`src/rtl/alien_formation_ctrl.sv`:
```
// rtl/alien_formation_ctrl.sv - 3x5 alien formation stepper with missile hit scan and scoring
// Once per frame: step/bounce the formation, check the ground, then scan one alien per cycle.
module alien_formation_ctrl #(
  parameter int ORIGIN_X0 = 64,
  parameter int ORIGIN_Y0 = 40,
  parameter int SPACING_X = 48,
  parameter int SPACING_Y = 40,
  parameter int ALIEN_W   = 31,
  parameter int ALIEN_H   = 23,
  parameter int STEP_X    = 2,
  parameter int DROP_Y    = 16,
  parameter int X_MIN     = 0,
  parameter int X_MAX     = 639,
  parameter int GROUND_Y  = 400
) (
  input  logic        Clk,
  input  logic        Reset,
  input  logic        frame_clk,
  input  logic        missile_active,
  input  logic [9:0]  MissileX,
  input  logic [9:0]  MissileY,
  input  logic [9:0]  Missile_sizeX,
  input  logic [9:0]  Missile_sizeY,
  output logic [9:0]  AlienX      [15],
  output logic [9:0]  AlienY      [15],
  output logic [9:0]  Alien_sizeX [15],
  output logic [9:0]  Alien_sizeY [15],
  output logic [14:0] alive,
  output logic        hit,
  output logic [3:0]  hit_idx,
  output logic [15:0] score,
  output logic        wave_clear,
  output logic        game_over
);

  typedef enum logic [2:0] {S_WAIT, S_MOVE, S_CHECK, S_SCAN, S_DONE, S_CLEAR, S_OVER} state_t;

  state_t      state;
  logic [9:0]  origin_x;
  logic [9:0]  origin_y;
  logic        dir_left;
  logic [3:0]  idx;
  logic        frame_q;
  logic        tick;

  logic [4:0]  col_any;
  logic [2:0]  lc;
  logic [2:0]  rc;
  logic [1:0]  br;
  logic [10:0] ox;
  logic [10:0] oy;
  logic [10:0] right_edge;
  logic [10:0] left_edge;
  logic [10:0] bottom;
  logic [2:0]  scol;
  logic [1:0]  srow;
  logic [10:0] ax;
  logic [10:0] ay;
  logic [10:0] mx;
  logic [10:0] my;
  logic [10:0] mx_end;
  logic [10:0] my_end;
  logic        overlap;
  logic [4:0]  pts;
  logic [16:0] score_sum;

  assign tick = frame_clk & ~frame_q;
  assign ox   = {1'b0, origin_x};
  assign oy   = {1'b0, origin_y};

  // Extents of the surviving formation decide where the edges and the ground are.
  always_comb begin
    col_any = '0;
    lc      = 3'd0;
    rc      = 3'd0;
    br      = 2'd0;
    for (int c = 0; c < 5; c++) col_any[c] = alive[c] | alive[c+5] | alive[c+10];
    for (int c = 4; c >= 0; c--) if (col_any[c]) lc = 3'(c);
    for (int c = 0; c < 5; c++) if (col_any[c]) rc = 3'(c);
    for (int r = 0; r < 3; r++) if (|alive[r*5 +: 5]) br = 2'(r);
  end

  assign right_edge = ox + 11'(rc) * 11'(SPACING_X) + 11'(ALIEN_W + STEP_X);
  assign left_edge  = ox + 11'(lc) * 11'(SPACING_X);
  assign bottom     = oy + 11'(br) * 11'(SPACING_Y) + 11'(ALIEN_H);

  always_comb begin
    srow = 2'd0;
    scol = 3'(idx);
    if (idx >= 4'd10) begin
      srow = 2'd2;
      scol = 3'(idx - 4'd10);
    end else if (idx >= 4'd5) begin
      srow = 2'd1;
      scol = 3'(idx - 4'd5);
    end
  end

  // Both boxes use inclusive extents [x, x+size], matching the colour mapper.
  assign ax        = ox + 11'(scol) * 11'(SPACING_X);
  assign ay        = oy + 11'(srow) * 11'(SPACING_Y);
  assign mx        = {1'b0, MissileX};
  assign my        = {1'b0, MissileY};
  assign mx_end    = mx + {1'b0, Missile_sizeX};
  assign my_end    = my + {1'b0, Missile_sizeY};
  assign overlap   = (ax <= mx_end) && (mx <= ax + 11'(ALIEN_W)) &&
                     (ay <= my_end) && (my <= ay + 11'(ALIEN_H));
  assign pts       = (srow == 2'd0) ? 5'd30 : (srow == 2'd1) ? 5'd20 : 5'd10;
  assign score_sum = {1'b0, score} + 17'(pts);

  always_ff @(posedge Clk) begin
    if (Reset) begin
      state      <= S_WAIT;
      origin_x   <= 10'(ORIGIN_X0);
      origin_y   <= 10'(ORIGIN_Y0);
      dir_left   <= 1'b0;
      alive      <= '1;
      score      <= '0;
      hit        <= 1'b0;
      hit_idx    <= '0;
      idx        <= '0;
      frame_q    <= 1'b0;
      wave_clear <= 1'b0;
      game_over  <= 1'b0;
    end else begin
      frame_q <= frame_clk;
      case (state)
        S_WAIT: if (tick) state <= S_MOVE;
        S_MOVE: begin
          if (!dir_left) begin
            if (right_edge > 11'(X_MAX)) begin
              dir_left <= 1'b1;
              origin_y <= origin_y + 10'(DROP_Y);
            end else begin
              origin_x <= origin_x + 10'(STEP_X);
            end
          end else begin
            if (left_edge < 11'(X_MIN + STEP_X)) begin
              dir_left <= 1'b0;
              origin_y <= origin_y + 10'(DROP_Y);
            end else begin
              origin_x <= origin_x - 10'(STEP_X);
            end
          end
          state <= S_CHECK;
        end
        S_CHECK: begin
          if (bottom >= 11'(GROUND_Y)) begin
            state     <= S_OVER;
            game_over <= 1'b1;
          end else if (missile_active) begin
            state <= S_SCAN;
          end else begin
            state <= S_WAIT;
          end
        end
        S_SCAN: begin
          if (alive[idx] && overlap) begin
            alive[idx] <= 1'b0;
            hit        <= 1'b1;
            hit_idx    <= idx;
            score      <= score_sum[16] ? 16'hFFFF : score_sum[15:0];
            state      <= S_DONE;
          end else if (idx == 4'd14) begin
            state <= S_DONE;
          end else begin
            idx <= idx + 4'd1;
          end
        end
        S_DONE: begin
          hit <= 1'b0;
          idx <= '0;
          if (alive == '0) begin
            state      <= S_CLEAR;
            wave_clear <= 1'b1;
          end else begin
            state <= S_WAIT;
          end
        end
        S_CLEAR: begin
          if (tick) begin
            alive      <= '1;
            origin_x   <= 10'(ORIGIN_X0);
            origin_y   <= 10'(ORIGIN_Y0);
            dir_left   <= 1'b0;
            wave_clear <= 1'b0;
            state      <= S_WAIT;
          end
        end
        S_OVER:  state <= S_OVER;
        default: state <= S_WAIT;
      endcase
    end
  end

  // Dead aliens are parked at 3FF so the mapper never draws them.
  always_ff @(posedge Clk) begin
    for (int i = 0; i < 15; i++) begin
      if (Reset) begin
        AlienX[i] <= 10'(ORIGIN_X0 + (i % 5) * SPACING_X);
        AlienY[i] <= 10'(ORIGIN_Y0 + (i / 5) * SPACING_Y);
      end else if (alive[i]) begin
        AlienX[i] <= origin_x + 10'((i % 5) * SPACING_X);
        AlienY[i] <= origin_y + 10'((i / 5) * SPACING_Y);
      end else begin
        AlienX[i] <= 10'h3FF;
        AlienY[i] <= 10'h3FF;
      end
    end
  end

  for (genvar g = 0; g < 15; g++) begin : g_size
    assign Alien_sizeX[g] = 10'(ALIEN_W);
    assign Alien_sizeY[g] = 10'(ALIEN_H);
  end

endmodule
```
`config.mk`:
```
export PLATFORM = sky130hd
export DESIGN_NAME = alien_formation_ctrl
export DESIGN_NICKNAME = d
export VERILOG_FILES = /design/src/rtl/alien_formation_ctrl.sv
export SDC_FILE = /design/constraint.sdc
export NUM_CORES = 1
export LEC_CHECK = 0
export ABC_AREA = 1
export BUFFER_PORTS_ARGS = -buffer_cell sky130_fd_sc_hd__buf_2
export CAP_MARGIN = 10
export CORE_AREA = 2 2 264 266
export DETAILED_ROUTE_END_ITERATION = 10
export DIE_AREA = 0 0 266 268
export HOLD_SLACK_MARGIN = 0.05
export PLACE_DENSITY = 0.49
export SLEW_MARGIN = 15
export SYNTH_ARGS = -nofsm -noshare
export SYNTH_HDL_FRONTEND = slang
export SYNTH_SLANG_ARGS = --single-unit
export TNS_END_PERCENT = 5
```
`constraint.sdc`:
```
create_clock -name Clk -period 9 [get_ports Clk]
set_input_delay 1.8 -clock Clk [delete_from_list [all_inputs] [get_ports Clk]]
set_output_delay 1.8 -clock Clk [all_outputs]
set_load 0.02 [all_outputs]
```
# [Word-level counts from Yosys, hierarchy flattened]
# Index checks and enable logic that the tools add are counted.
[op_classes] multipliers=5 mux=85 n_bitwise=29 order_cmp=11 n_eq_ne=19 reduce_logical=39 addsub=24
[ops] cell="$mux 10" n=38
[ops] cell="$mux 3" n=16
[ops] cell="$pmux 10 s2" n=2
[ops] cell="$add 10x9->11" n=3
[ops] cell="$add 11x5->11 const B" n=3
[ops] cell="$mux 15" n=2
[ops] cell="$pmux 15 s2" n=1
[ops] cell="$reduce_or 2->1" n=15
[ops] cell="$add 10x10->11" n=2
[ops] cell="$add 10x8->11" n=2
[ops] cell="$le 10x11->1" n=2
[ops] cell="$le 11x11->1" n=2
[ops] cell="$pmux 3 s7" n=1
[ops] cell="$add 10x6->10 const B" n=2
[ops] cell="$add 10x7->10 const B" n=2
[ops] cell="$add 10x8->10 const B" n=2
[ops] cell="$add 16x5->17" n=1
[ops] cell="$mux 16" n=1
[ops] cell="$not 1->1" n=16
[ops] cell="$and 15x15->15" n=1
[ops] cell="$logic_not 15->1" n=1
[ops] cell="$mul 3x2->5 const B" n=3
[ops] cell="$ne 3x3->1 const B" n=5
[ops] cell="$not 15->15" n=1
[ops] cell="other kinds (39)" n=88
[totals] elab_cells=284 out_inout_bits=638 in_bits=44 reg_bits=367

# [Longest topological paths before layout]
[depth] word_depth=13 mapped_depth=37 mapped_depth_nobuf=36

# [Least setup slack after synthesis]
# No wires, ideal clock.
[synth_timing] path_kind="register to register" start="reg idx[1]" end="reg score[1]" path_stages_with_launch=33 synth_period_minus_slack_ns=4.672 required_ns=8.884 setup_ns=0.116 slack_ns=4.328 n_path_buf=2 arrival_time_ns=4.556 cell_sequence="dfxtp_1 buf_2 inv_2 ha_1 inv_1 nor2_1 nor3_1 nor2_1 xor2_1 ha_1 inv_1 fa_1 xnor2_1 ha_1 a21oi_1 nand2_1 nand2_1 nand2_1 nor3_1 nand2_1 xor2_1 ha_1 nand2_1 nor2_1 nand3b_1 nand3_1 a21oi_1 nand2_1 nand4_4 clkinv_2 buf_6 nor2_1 nor2_1"
[synth_via] elab_chain_cells=12 word_cells_on_any_way=31 classes_between="add/sub: 7; mul: 2; order compare: 6; eq/ne: 1; mux: 9; reduce/logical: 6"
[synth_lines] element="start: declaration" line_no="42" rtl="logic [3:0] idx;"
[synth_lines] element="start signal: assignment" line_no="167" rtl="idx <= idx + 4'd1;"
[synth_lines] element="$ge 4x3->1 / $sub 3x3->3 (equally long branches)" line_no="93, 95"
[synth_lines] element="$mux 3" line_no="93" rtl="end else if (idx >= 4'd5) begin"
[synth_lines] element="$mux 3" line_no="90" rtl="if (idx >= 4'd10) begin"
[synth_lines] element="$mul 3x2->5" line_no="100" rtl="assign ax = ox + 11'(scol) * 11'(SPACING_X);"
[synth_lines] element="$add 10x9->11" line_no="100"
[synth_lines] element="$add 11x5->11" line_no="106" rtl="assign overlap = (ax <= mx_end) && (mx <= ax + 11'(ALIEN_W)) &&"
[synth_lines] element="$le 10x11->1" line_no="106"
[synth_lines] element="$logic_and 1x1->1 (2 in a row)" line_no="106"
[synth_lines] element="$logic_and 1x1->1" line_no="107" rtl="(ay <= my_end) && (my <= ay + 11'(ALIEN_H));"
[synth_lines] element="$logic_and 1x1->1" line_no="158" rtl="if (alive[idx] && overlap) begin"
[synth_lines] element="$reduce_and 2->1 (no source line)"
[synth_lines] element="end signal: assignment" line_no="162" rtl="score <= score_sum[16] ? 16'hFFFF : score_sum[15:0];"
[synth_lines] element="end: declaration" line_no="31" rtl="output logic [15:0] score,"
# Several ways; a longest one is shown, not always the timed one. The select of a mux whose other input is x is not followed.
# A chain may end at the register's enable or synchronous reset.

# [Worst setup path in the final report]
[layout_timing] start="reg idx[0]" end="reg alive[2]"
[layout_via] elab_chain_cells=13 word_cells_on_any_way=35 classes_between="add/sub: 6; mul: 2; order compare: 8; eq/ne: 1; mux: 10; bitwise: 2; reduce/logical: 6"
[layout_lines] element="$ge 4x3->1 / $sub 3x3->3 (equally long branches)" line_no="93, 95"
[layout_lines] element="$mux 3" line_no="93"
[layout_lines] element="$mux 3" line_no="90"
[layout_lines] element="$mul 3x2->5" line_no="100"
[layout_lines] element="$add 10x9->11" line_no="100"
[layout_lines] element="$add 11x5->11" line_no="106"
[layout_lines] element="$le 10x11->1" line_no="106"
[layout_lines] element="$logic_and 1x1->1 (2 in a row)" line_no="106"
[layout_lines] element="$logic_and 1x1->1" line_no="107"
[layout_lines] element="$logic_and 1x1->1" line_no="158"
[layout_lines] element="$ne 2x2->1 (no source line)"
[layout_lines] element="$reduce_and 3->1 (no source line)"
[layout_lines] element="end signal: assignment" line_no="117" rtl="alive <= '1;"
[layout_lines] element="end signal: indexed assignment" line_no="159" rtl="alive[idx] <= 1'b0;"
[layout_lines] element="end signal: assignment" line_no="182" rtl="alive <= '1;"
[layout_lines] element="end: declaration" line_no="28" rtl="output logic [14:0] alive,"
# Several ways; a longest one is shown, not always the timed one. The select of a mux whose other input is x is not followed.

==> results.sh <==
export IMPL_outcome="completed"
export IMPL_cts_resized=0
export IMPL_clock_sinks=318
export IMPL_drive_gt1_share_pct=19.86
export IMPL_wl_met2_um=28750
export IMPL_grt_overflow=0
export IMPL_timing_fmax_ghz=0.1602
export IMPL_clock_latency_ns=0.55
export IMPL_antenna_found_initial=10
export IMPL_slowest_delay_ns=0.67
export IMPL_max_cap_viol_count=0
export IMPL_cp_end_kind="flip-flop"
export IMPL_instances_no_fill=3365
export IMPL_die_w_um=266
export IMPL_crit_path_frequent_cell="nand2_1"
export IMPL_drv_slew=0
export IMPL_power_density_nw_per_um2=229.4
export IMPL_grt_first_pass_wirelength_um=80390
export IMPL_period_share_pct=69.37
export IMPL_postSynthCellCount=2125
export IMPL_slowest_stage="dfxtp_1"
export IMPL_yosysMostFrequentCell="nand2_1"
export IMPL_synth_area_leaders="dfxtp_1 38%, buf_4 16%, nand2_1 13%"
export IMPL_r2r_slack_ns=2.76
export IMPL_synth_adder_area_share_pct=10.38
export IMPL_min_from="score[0]"
export IMPL_hold_violations=0
export IMPL_yosysUniqueCellTypes=48
export IMPL_p_int_mw=2.754
export IMPL_worstReg2RegEnd="alive[2]"
export IMPL_synth_top_family_by_area="simple AND/OR/NAND/NOR gates"
export IMPL_p_switching_mw=1.648
export IMPL_drcViolationCount=0
export IMPL_rsz0062_at_grt="false"
export IMPL_synth_top_cell_by_area="dfxtp_1"
export IMPL_clockPowerShare_pct=33.1
export IMPL_cp_arrival_ns=6.67
export IMPL_core_sq_um=68230
export IMPL_yosys_area_share_simple_pct=21.68
export IMPL_synth_flop_cell="dfxtp_1"
export IMPL_ioPinCount=682
export IMPL_vdd_drop_max_mv=0.1040
export IMPL_cts_tree="yes"
export IMPL_netlist_area_leader_share_pct=38.28
export IMPL_dieHeight_um=268
export IMPL_ys_async_sr_fraction_pct=0
export IMPL_worst_endpoint_required_ns=9.42
export IMPL_ys_ff_latch=318
export IMPL_synthMuxAreaShare_pct=0
export IMPL_timing_rr_start="idx[0]"
export IMPL_routed_wl_met3_um=4070
export IMPL_drtPass1Iterations=5
export IMPL_worstSetupPathType="flip-flop to flip-flop"
export IMPL_hold_path_class="flip-flop to flip-flop"
export IMPL_areaGrowthSynthToFinish_pct=15.37
export IMPL_p_comb_share_pct=29.6
export IMPL_nNetsFinal=2636
export IMPL_holdPathStages=2
export IMPL_routed_via_density=4.000
export IMPL_numCtsBuffers=37
export IMPL_synth_area_sq_um=16630
export IMPL_grt_max_degree=49
export IMPL_cts_root_buf="clkbuf_16"
export IMPL_start_util_pct=24.38
export IMPL_ys_seq_area_share_pct=38.28
export IMPL_fin_setup_tns_ns=0
export IMPL_grt_usage_pct=15.34
export IMPL_power_frac_seq_pct=37.3
export IMPL_fin_skew_ns=0.01026
export IMPL_critPathMaxFanout=37
export IMPL_num_rows=96
export IMPL_hold_end="score[0]"
export IMPL_drtIter0Drc=808
export IMPL_postCtsSetupBuffers=0
export IMPL_wl_per_cell_um=17.08
export IMPL_cts_clk_slew_worst_paths_ns=0.06
export IMPL_whs_ns=0.4445
export IMPL_tightest_slew_ns=1.047
export IMPL_top_layer_used="met4"
export IMPL_dpl_hpwl_um=45420
export IMPL_min_period_ns=6.243
export IMPL_synth_xor_area_share_pct=2.994
export IMPL_h_tree_depth=2
export IMPL_synth_edf_count=0
export IMPL_port_buffers=381
export IMPL_wl_um=57490
export IMPL_slew_headroom_pct=29.94
export IMPL_die_area_sq_um=71290
export IMPL_wl_met1_um=23330
export IMPL_cts_path_max_buffers=3
export IMPL_synthTopCellsByCount="559 x nand2_1, 348 x buf_4, 318 x dfxtp_1"
export IMPL_dp_cells=3303
export IMPL_finalSetupViolations=0
export IMPL_synth_warning_count=0
export IMPL_via_count=13460
export IMPL_grt_pass1_vias=12130
export IMPL_ctsHoldBuffers=0
export IMPL_synth_compound_area_share_pct=5.409
export IMPL_p_sw_share_pct=37.44
export IMPL_final_antenna_net_count=0
export IMPL_p_leak_nw=10.90
export IMPL_synth_avg_cell_area_sq_um=7.827
export IMPL_r2r_cells=30
export IMPL_globalplace_congestion=0.8237
export IMPL_start_kind="flip-flop"
-- registers in the layout (all words and copies together) (netlist names) --
register / cells
AlienX: 148
AlienY: 107
alive: 15
dir_left: 1
frame_q: 1
game_over: 1
hit: 1
hit_idx: 4
idx: 4
origin_x: 9
origin_y: 7
score: 16
state: 3
wave_clear: 1
-- critical path: cells and delay by family (launching register included) --
kind                     cells  cell delay [ns]
buffers and inverters        2             0.26
AO/OA/AOI/OAI                2             0.27
flip-flops                   1             0.67
adder cells (fa/ha/maj)      5             1.45
AND/OR/NAND/NOR             18             2.79
XOR/XNOR                     3             0.65
-- power by group through the flow --
| stage | Combinational (mW) | Sequential (mW) | Clock (mW) |
|---|---|---|---|
| after global routing | 1.46 | 1.66 | 1.56 |
| after CTS | 1.33 | 1.64 | 1.50 |
| final | 1.30 | 1.64 | 1.46 |
| after global placement | 1.33 | 1.67 | 0 |
| after floorplan | 0.854 | 1.80 | 0 |
| after detailed placement | 1.32 | 1.67 | 0 |
-- cell families after synthesis --
| group | Yosys count |
|---|---|
| compound gates | 161 |
| fa+ha+maj | 132 |
| buf+inv | 586 |
| flops | 318 |
| simple gates | 870 |
| xor+xnor | 56 |
| other cells | 2 |
-- layer usage --
metal	vias up	track usage (%)
li1	6696	-
met1	6058	18.04
met2	616	28.11
met3	89	2.951
met4	0	4.540
met5	-	0
-- stage by stage --
step / utilization, % / setup slack [ns] / power [mW] / cell area [sq um]
floorplan: - / 4.328 / 2.656 / 17760
global placement: 26.45 / 2.924 / 2.999 / 18050
detailed placement: 26.45 / 2.754 / 2.994 / 18050
CTS: 28.12 / 2.737 / 4.471 / 19190
global route: 28.12 / 2.058 / 4.677 / 19190
finish: 28.13 / 2.757 / 4.403 / 19190
-- layout by cell type (no fill, tap or decap), types with 8 or more instances in the layout --
master and count:
o21ai_0 40, or2_2 13, clkbuf_16 37, inv_1 174, conb_1 302, xnor2_1 18, ha_1 122, buf_2 381
inv_2 8, nand2_1 559, nand4_1 16, xor2_1 37, dfxtp_1 318, nor2_1 129, nand3_1 98, a21oi_1 78
nor3_1 22, fa_1 10, buf_4 11
-- worst max-delay path by stage --
| stage | to | slack (ns) | from | cells past startpoint |
|---|---|---|---|---|
| floorplan | score[1] | 4.33 | idx[1] | 32 |
| global placement | alive[3] | 2.92 | idx[0] | 30 |
| detailed placement | alive[2] | 2.75 | idx[0] | 30 |
| CTS | alive[2] | 2.74 | idx[0] | 30 |
| global route | alive[3] | 2.06 | idx[0] | 30 |
| finish | alive[2] | 2.76 | idx[0] | 30 |
-- area by class of cell --
type | instances | area, sq um
flip-flops and latches | 318 | 6366
clock inverters | 13 | 131.4
clock buffers | 48 | 1007
multi-input cells | 1521 | 7874
repair buffers | 392 | 1989
inverters | 190 | 714.4
well taps | 882 | 1104
diodes | 1 | 2.502
fillers | 7481 | 49040
(Power assumes the default switching activity.)
